$ cat config.mk
export PLATFORM = sky130hd
export DESIGN_NAME = imem_boot_loader
export DESIGN_NICKNAME = d
export VERILOG_FILES = /design/src/rtl/imem_boot_loader.sv
export SDC_FILE = /design/constraint.sdc
export NUM_CORES = 1
export LEC_CHECK = 0
export ABC_AREA = 1
export BUFFER_PORTS_ARGS = -buffer_cell sky130_fd_sc_hd__buf_2
export CAP_MARGIN = 20
export CORE_UTILIZATION = 55
export CTS_BUF_LIST = sky130_fd_sc_hd__clkbuf_4
export CTS_CLUSTER_DIAMETER = 30
export DETAILED_ROUTE_END_ITERATION = 8
export PLACE_DENSITY = 0.84
export SETUP_SLACK_MARGIN = 0.4
export SLEW_MARGIN = 25
export SYNTH_ARGS = -nofsm -noshare
export SYNTH_HDL_FRONTEND = slang
export SYNTH_SLANG_ARGS = --single-unit
$ cat constraint.sdc
create_clock -name clk -period 2.46 [get_ports clk]
set_input_delay 0.492 -clock clk [delete_from_list [all_inputs] [get_ports clk]]
set_output_delay 0.492 -clock clk [all_outputs]
set_load 0.01 [all_outputs]
$ cat src/rtl/imem_boot_loader.sv
// imem_boot_loader
//   Boot-time loader for the single-cycle core's instruction memory. A byte
//   stream (UART RX side) carries a 4-byte little-endian word count N followed
//   by N little-endian program words. The words are written to consecutive
//   imem words starting at BASE_ADDR while the core is held in reset. In RUN
//   the imem address port belongs to the core (PC_out).
//
//   Optional feature: define CHECKSUM_EN to expect one extra 4-byte word after
//   the program, which must equal the XOR of all N program words.
//
// Ports
//   clk, reset    : clock, synchronous active-high reset
//   start         : 1-cycle (re)load request, honoured in RUN and ERROR
//   rx_valid/data : byte stream, one byte per valid cycle
//   PC_out        : core fetch address, drives imem_addr in RUN
//   imem_addr     : loader word address or PC_out
//   imem_wr_en    : 1-cycle write strobe, imem_wr_data is the word
//   cpu_reset     : holds the core in reset during load/error
//   busy          : high in HDR, LOAD, CHK
//   done          : 1-cycle pulse on successful load
//   error         : high while in ERROR
module imem_boot_loader #(
   parameter int          DEPTH_WORDS = 256,
   parameter logic [31:0] BASE_ADDR   = 32'h0000_0000
) (
   input  logic        clk,
   input  logic        reset,
   input  logic        start,
   input  logic        rx_valid,
   input  logic [7:0]  rx_data,
   input  logic [31:0] PC_out,
   output logic [31:0] imem_addr,
   output logic        imem_wr_en,
   output logic [31:0] imem_wr_data,
   output logic        cpu_reset,
   output logic        busy,
   output logic        done,
   output logic        error
);

   localparam int AW = $clog2(DEPTH_WORDS) + 1;

   typedef enum logic [2:0] {
      S_RUN,
      S_HDR,
      S_LOAD,
`ifdef CHECKSUM_EN
      S_CHK,
`endif
      S_ERROR
   } state_t;

   state_t         state_q;
   logic [1:0]     byte_cnt_q;
   logic [23:0]    buf_q;        // bytes 0..2 of the word being assembled
   logic [AW-1:0]  word_idx_q;
   logic [AW-1:0]  n_q;
   logic           wr_en_q;
   logic [31:0]    wr_data_q;
   logic           cpu_rst_q;
   logic           done_q;
   logic           err_q;
`ifdef CHECKSUM_EN
   logic [31:0]    xor_q;
`endif

   // Complete word when the current byte is the 4th one.
   logic [31:0]    word_d;
   logic [AW-1:0]  word_idx_d;
   assign word_d     = {rx_data, buf_q};
   assign word_idx_d = AW'(word_idx_q + 1'b1);

   always_ff @(posedge clk) begin
      if (reset) begin
         state_q    <= S_RUN;
         byte_cnt_q <= '0;
         buf_q      <= '0;
         word_idx_q <= '0;
         n_q        <= '0;
         wr_en_q    <= 1'b0;
         wr_data_q  <= '0;
         cpu_rst_q  <= 1'b0;
         done_q     <= 1'b0;
         err_q      <= 1'b0;
`ifdef CHECKSUM_EN
         xor_q      <= '0;
`endif
      end else begin
         done_q  <= 1'b0;
         wr_en_q <= 1'b0;
         case (state_q)
            S_RUN, S_ERROR: begin
               // rx_valid is ignored here; a byte coincident with start is dropped
               if (start) begin
                  state_q    <= S_HDR;
                  byte_cnt_q <= '0;
                  word_idx_q <= '0;
                  cpu_rst_q  <= 1'b1;
                  err_q      <= 1'b0;
`ifdef CHECKSUM_EN
                  xor_q      <= '0;
`endif
               end
            end
            S_HDR: begin
               if (rx_valid) begin
                  if (byte_cnt_q == 2'd3) begin
                     byte_cnt_q <= '0;
                     if (word_d == 32'd0) begin
                        state_q   <= S_RUN;
                        done_q    <= 1'b1;
                        cpu_rst_q <= 1'b0;
                     end else if (word_d > 32'(DEPTH_WORDS)) begin
                        state_q <= S_ERROR;
                        err_q   <= 1'b1;
                     end else begin
                        state_q    <= S_LOAD;
                        n_q        <= word_d[AW-1:0];
                        word_idx_q <= '0;
                     end
                  end else begin
                     buf_q[{byte_cnt_q, 3'b000} +: 8] <= rx_data;
                     byte_cnt_q <= byte_cnt_q + 2'd1;
                  end
               end
            end
            S_LOAD: begin
               // Bytes of the next word may arrive during the write cycle.
               if (rx_valid) begin
                  if (byte_cnt_q == 2'd3) begin
                     byte_cnt_q <= '0;
                     wr_en_q    <= 1'b1;
                     wr_data_q  <= word_d;
                  end else begin
                     buf_q[{byte_cnt_q, 3'b000} +: 8] <= rx_data;
                     byte_cnt_q <= byte_cnt_q + 2'd1;
                  end
               end
               // Address advances once the write cycle has been presented.
               if (wr_en_q) begin
                  word_idx_q <= word_idx_d;
`ifdef CHECKSUM_EN
                  xor_q <= xor_q ^ wr_data_q;
                  if (word_idx_d == n_q)
                     state_q <= S_CHK;
`else
                  if (word_idx_d == n_q) begin
                     state_q    <= S_RUN;
                     done_q     <= 1'b1;
                     cpu_rst_q  <= 1'b0;
                     byte_cnt_q <= '0;
                  end
`endif
               end
            end
`ifdef CHECKSUM_EN
            S_CHK: begin
               if (rx_valid) begin
                  if (byte_cnt_q == 2'd3) begin
                     byte_cnt_q <= '0;
                     if (word_d == xor_q) begin
                        state_q   <= S_RUN;
                        done_q    <= 1'b1;
                        cpu_rst_q <= 1'b0;
                     end else begin
                        state_q <= S_ERROR;
                        err_q   <= 1'b1;
                     end
                  end else begin
                     buf_q[{byte_cnt_q, 3'b000} +: 8] <= rx_data;
                     byte_cnt_q <= byte_cnt_q + 2'd1;
                  end
               end
            end
`endif
            default: state_q <= S_RUN;
         endcase
      end
   end

   assign imem_addr    = (state_q == S_RUN) ? PC_out
                       : BASE_ADDR + {{(30-AW){1'b0}}, word_idx_q, 2'b00};
   assign imem_wr_en   = wr_en_q;
   assign imem_wr_data = wr_data_q;
   assign cpu_reset    = cpu_rst_q;
   assign done         = done_q;
   assign error        = err_q;
`ifdef CHECKSUM_EN
   assign busy = (state_q == S_HDR) || (state_q == S_LOAD) || (state_q == S_CHK);
`else
   assign busy = (state_q == S_HDR) || (state_q == S_LOAD);
`endif

endmodule

After elaboration in Yosys (flattened, before gate mapping):

Cells that the tools add are included.

* register bits: 83
* bits in latches: 0
* RAM bits: 0
* memory bits (read-only): 0
* input bits: 44
* output and inout bits: 69
* word-level logic and storage cells: 94
* memories: 0

* add/subtract/negate cells: 3
* $mul: 0
* divide/modulo/power cells: 0
* magnitude comparators: 1
* equality and inequality tests: 14
* shifts and indexed selects: 2
* multiplexer cells: 43
* bitwise operators: 5
* reduce and logical (&&, ||, !) cells: 16

Operator list (number)
* 2-to-1 mux 9 bit: 6
* greater-than comparator 32 x 9 -> 1 bit (second input constant): 1
* logical NOT 32 bit: 1
* 2-to-1 mux 32 bit: 1
* case mux 9 bit (3 select lines): 1
* bitwise mux 24 bit: 1
* variable shift 8 x 7 -> 24 bit (first input constant): 1
* variable part select 8 x 7 -> 24 bit: 1
* 2-to-1 mux 1 bit: 18
* inequality test 2 bit (second input constant): 9
* 2-to-1 mux 3 bit: 5
* AND reduction 7 bit: 2
* 2-to-1 mux 2 bit: 6
* AND reduction 5 bit: 2
* adder 9 x 1 -> 9 bit (second input constant): 1
* equality test 9 bit: 1
* case mux 3 bit (3 select lines): 1
* negator 5 -> 7 bit: 1
* equality test 3 x 2 -> 1 bit (second input constant): 2
* case mux 2 bit (3 select lines): 1
* AND reduction 3 bit: 2
* AND reduction 6 bit: 1
* inverter 1 bit: 5
* case mux 1 bit (2 select lines): 2
* other kinds (11): 12

Logic depth before layout (Yosys ltp):

* depth after elaboration: 6
* gate-level depth with buffers: 16
* depth with buffers taken out: 16

Worst setup path before layout:

Ideal clock, no wire load.

* path type: reg-to-reg
* start point: register state_q[0]
* end point: register word_idx_q[5]
* arrival time: 1820 ps
* required time: 2347 ps
* setup slack: 528 ps
* cell stages (with the launch flop): 11
* buffers on the path: 1
* period minus slack after synthesis: 1932 ps
* path through: dfxtp_1 -> inv_1 -> ha_1 -> nor2_1 -> a21oi_1 -> o21ai_0 -> nor3_4 -> buf_6 -> nand2_1 -> nand2_1 -> nor2_1

* word-level cells in the longest chain between the ends: 4
* elaborated cells between the ends (all ways): 14
* those cells by class: eq/ne (9); mux (1); reduce/logical (4)

RTL lines
* from (decl): line 53 `state_t state_q;`
* from (signal assigned): line 75 `state_q <= S_RUN;`
* from (signal assigned): line 95 `state_q <= S_HDR;`
* from (signal assigned): line 110 `state_q <= S_RUN;`
* equality test 3 x 2 -> 1 bit or logical NOT 3 bit (tied branches): line 91 `case (state_q)`
* OR reduction 2 bit: line 91
* inequality test 2 bit (no line) or nonzero test 3 bit (tied branches)
* AND reduction 7 bit (no line)
* to (signal assigned): line 141 `word_idx_q <= word_idx_d;`
* to (decl): line 56 `logic [AW-1:0] word_idx_q;`

Parallel ways exist; a longest one is shown, timed or not.
A chain may end at the register's enable or synchronous reset.

Worst setup path after layout:

* start point: register state_q[1]
* end point: output port imem_addr[3]

* word-level cells in the longest chain between the ends: 2

RTL lines
* logical NOT 3 bit: line 181 `assign imem_addr = (state_q == S_RUN) ? PC_out`
* 2-to-1 mux 32 bit: line 181
* to (decl): line 32 `output logic [31:0] imem_addr,`

No other way between the ends.

==> impl_results.md <==
- Maximum fanout encountered on the critical timing path: 5
- Clock insertion delay at the later pin of the skew report: around 450 ps
- Initial detailed-routing violation count: 266
- TritonCTS Sinks: 82
- Clock transition at path regs: 140 ps
- Number of diodes: 0
- Overall power of the completed layout: 0.004174 W
- Category of the most critical setup path: flip-flop to primary output
- Gr ovfl total: 0
- Detailed-route vias per instance: 5.277
- Area of the die: 7949 µm²
- Setup Viol. Count Final: 0
- I/O pin count: 113
- Core outline area: 7292 µm²
- Synth Area in Simple Gates: 32.11%
- Area contributors post-synth: sky130_fd_sc_hd__dfxtp_1, sky130_fd_sc_hd__nand2_1, sky130_fd_sc_hd__a21oi_1
- RD Place Congestion: 0.9094
- Most used flip-flop cell after synthesis: sky130_fd_sc_hd__dfxtp_1
- First-pass GRT wire length: 16,840 µm
- Effective utilization at floorplan: between 50% and 60%
- Tightest Pin Transition: roughly 750 ps
- Total power divided by cell area: between 800 and 900 nW/µm²
- Antenna Violating Nets Remaining: 0
- Overall fraction of global-route tracks in use: 27.41%
- Seq/Total Area, Yosys: about two fifths
- RSZ-0062 raised after global routing: yes
- Post-synth top cells: sky130_fd_sc_hd__nand2_1, sky130_fd_sc_hd__dfxtp_1, sky130_fd_sc_hd__inv_1, sky130_fd_sc_hd__a21oi_1, sky130_fd_sc_hd__nand3_1
- Signal arrival time at the worst endpoint: 1560 ps
- IR drop worst, VDD: 0.0004905 V
- Post-detailed-routing wire length: 10,870 µm
- Hold crit path type: input port to flip-flop
- Portion of the clock cycle consumed by the worst path in the final layout: 83.27%
- Final #Nets: 793
- Result of the run: completed
- First-pass iteration count of the detailed router: 7
- Area fraction of the dominant cell type after synthesis: 39.29%
- Detailed-placement wirelength estimate: approximately 8000 µm
- Hold buffer count at CTS: 0
- Maximum root-to-sink buffer count: 2
- Max Clk Rate: roughly 490 MHz
- Main combinational cell family by area after synthesis: simple AND/OR/NAND/NOR gates
- Maximum level of the CTS H-tree: 3
- CTS tree: yes
- Adder and majority gate portion of the synthesized area: ~2.7%
- Number of nets produced by synthesis: 685
- Flip-flop and latch count after synthesis: 82
- Skew final: between 10 and 15 ps
- Filler Cells Inserted: 648
- Total of max-cap violations: 0
- Leakage power figure: 2.411 nW
- XOR/XNOR share of the synthesized area: 0.6289%
- Synthesis-to-layout area growth: 21.71%
- Vias after detailed routing: 4,454
- Final hold violations: 0
- Horiz. Die Dim: approximately 89 µm
- Post-DR wirelength/cell: between 10 and 15 µm
- Number of rows in the core area: 31
- Maximum number of pins on one net before global-route repair: 50
- Element type at the critical path start: flip-flop
- Cell area after technology mapping: 4178 µm²
- Post-layout minimum cycle time: roughly 2000 ps
- Critical path data required time: 1970 ps
- Cell taking the most area after synthesis: sky130_fd_sc_hd__dfxtp_1
- Worst slew margin: roughly 50%
- Number of buffers added on ports: between 100 and 150
- Number of enable flip-flop cells after synthesis: 0
- Fraction of final layout cells with drive strength greater than 1: 23.22%
- Synth Area in Compound Gates: 14.47%
- Chip height: approximately 89 µm
- Number of buffers created by CTS: 9
- Mux cell area share after synthesis: less than 1%
- Cell area after placement: 4816 µm²
- Number of global-route vias before repair: 3,636
- Number of antenna violations at the first check in global routing: 0
- Number of warnings printed during yosys synthesis: 0
- Cell at the root of the clock tree: sky130_fd_sc_hd__clkbuf_4
- Mean area per synthesized cell: 6.610 µm²
- Number of max-slew violations in the final report: 0
- Final design instance area without fill: about 5000 µm²
- DR DRC count: 0
- Most used standard cell by instance count after synthesis: sky130_fd_sc_hd__nand2_1
- Number of unique standard cell types used by synthesis: 31
- Cell count after synthesis: 632
- Category of the worst setup path capture point: primary output
- Async set or reset register ratio after synthesis: 0%
- Post-route setup TNS: 0 ps
[logic make-up after synthesis]
logic type	count (synthesis)
adder cells (fa/ha/maj)	9
AO/OA/AOI/OAI	116
AND/OR/NAND/NOR	309
multiplexers	2
buffers and inverters	111
flip-flops	82
XOR/XNOR	3
[flip-flops by register name (all words and copies together), names as in the netlist]
signal / count
cpu_reset: 1
buf_q: 24
word_idx_q: 9
byte_cnt_q: 2
done: 1
state_q: 2
imem_wr_en: 1
imem_wr_data: 32
n_q: 9
error: 1
[layout by cell type (no fill, tap or decap), types with 5 or more instances in the layout]
master and count:
sky130_fd_sc_hd__nand3_1 64, sky130_fd_sc_hd__a21oi_1 73, sky130_fd_sc_hd__buf_4 11, sky130_fd_sc_hd__inv_1 77, sky130_fd_sc_hd__ha_1 7, sky130_fd_sc_hd__dfxtp_1 78
sky130_fd_sc_hd__o21ai_1 5, sky130_fd_sc_hd__nor2_2 6, sky130_fd_sc_hd__nand4_1 6, sky130_fd_sc_hd__nor3_1 8, sky130_fd_sc_hd__nor2_1 49, sky130_fd_sc_hd__clkbuf_4 10
sky130_fd_sc_hd__buf_2 110, sky130_fd_sc_hd__nand2_1 157, sky130_fd_sc_hd__o21ai_0 26
[critical path, stage by stage, from the launching register on]
cell and delay [ps]:
sky130_fd_sc_hd__dfxtp_2 350, sky130_fd_sc_hd__inv_2 90, sky130_fd_sc_hd__ha_4 220, sky130_fd_sc_hd__mux2_4 320
sky130_fd_sc_hd__buf_6 120
[worst paths after layout]
check | start | end | slack (ps) | depth (start not counted)
max reg2reg | buf_q[20] | word_idx_q[6] | 560 | 11
max | state_q[1] | imem_addr[3] | 410 | 4
min reg2reg | imem_wr_data[14] | imem_wr_data[14] | 470 | 2
min | rx_data[2] | imem_wr_data[26] | 320 | 3
[routing by layer]
metal	vias up	routed length, µm	global-route usage (%)
met4	0	143	7.648
met1	2053	5038	38.33
li1	2239	-	-
met5	-	0	0
met3	16	684	5.633
met2	146	5008	43.03
[power breakdown]
group / switching, W / total, W / internal, W
combinational: 0.00114 / 0.00189 / 0.000750
clock: 0.000498 / 0.000716 / 0.000218
sequential: 0.000114 / 0.00157 / 0.00145
total: 0.00175 / 0.00417 / 0.00242
[stage by stage]
stage	worst slack, ps	instances	util (%)	hold WS [ps]
2_1_floorplan	527.6	632	-	444.2
3_3_place_gp	399.0	824	66.04	445.6
3_5_place_dp	303.2	824	66.04	450.1
4_1_cts	409.2	841	68.14	323.3
5_1_grt	348.7	844	69.73	301.1
6_report	411.4	844	69.73	324.6
[timing repair]
| action | 4_1_cts | 5_1_grt |
|---|---|---|
| resized for setup | 9 | 27 |
| pin swaps | 0 | 1 |
| cloned | 0 | 2 |
| buffers inserted | 1 | 1 |
| setup endpoints to repair | 45 | 71 |
[area by class of cell]
cell class	instances	area, µm²	area share (%)
well taps	99	123.9	2.436
repair buffers	126	725.7	14.27
clock buffers	10	75.07	1.476
multi-input cells	439	2161	42.50
clock inverters	6	42.54	0.8366
flip-flops and latches	82	1649	32.43
inverters	82	307.8	6.053
No activity file was read; power rests on OpenSTA's default activity.
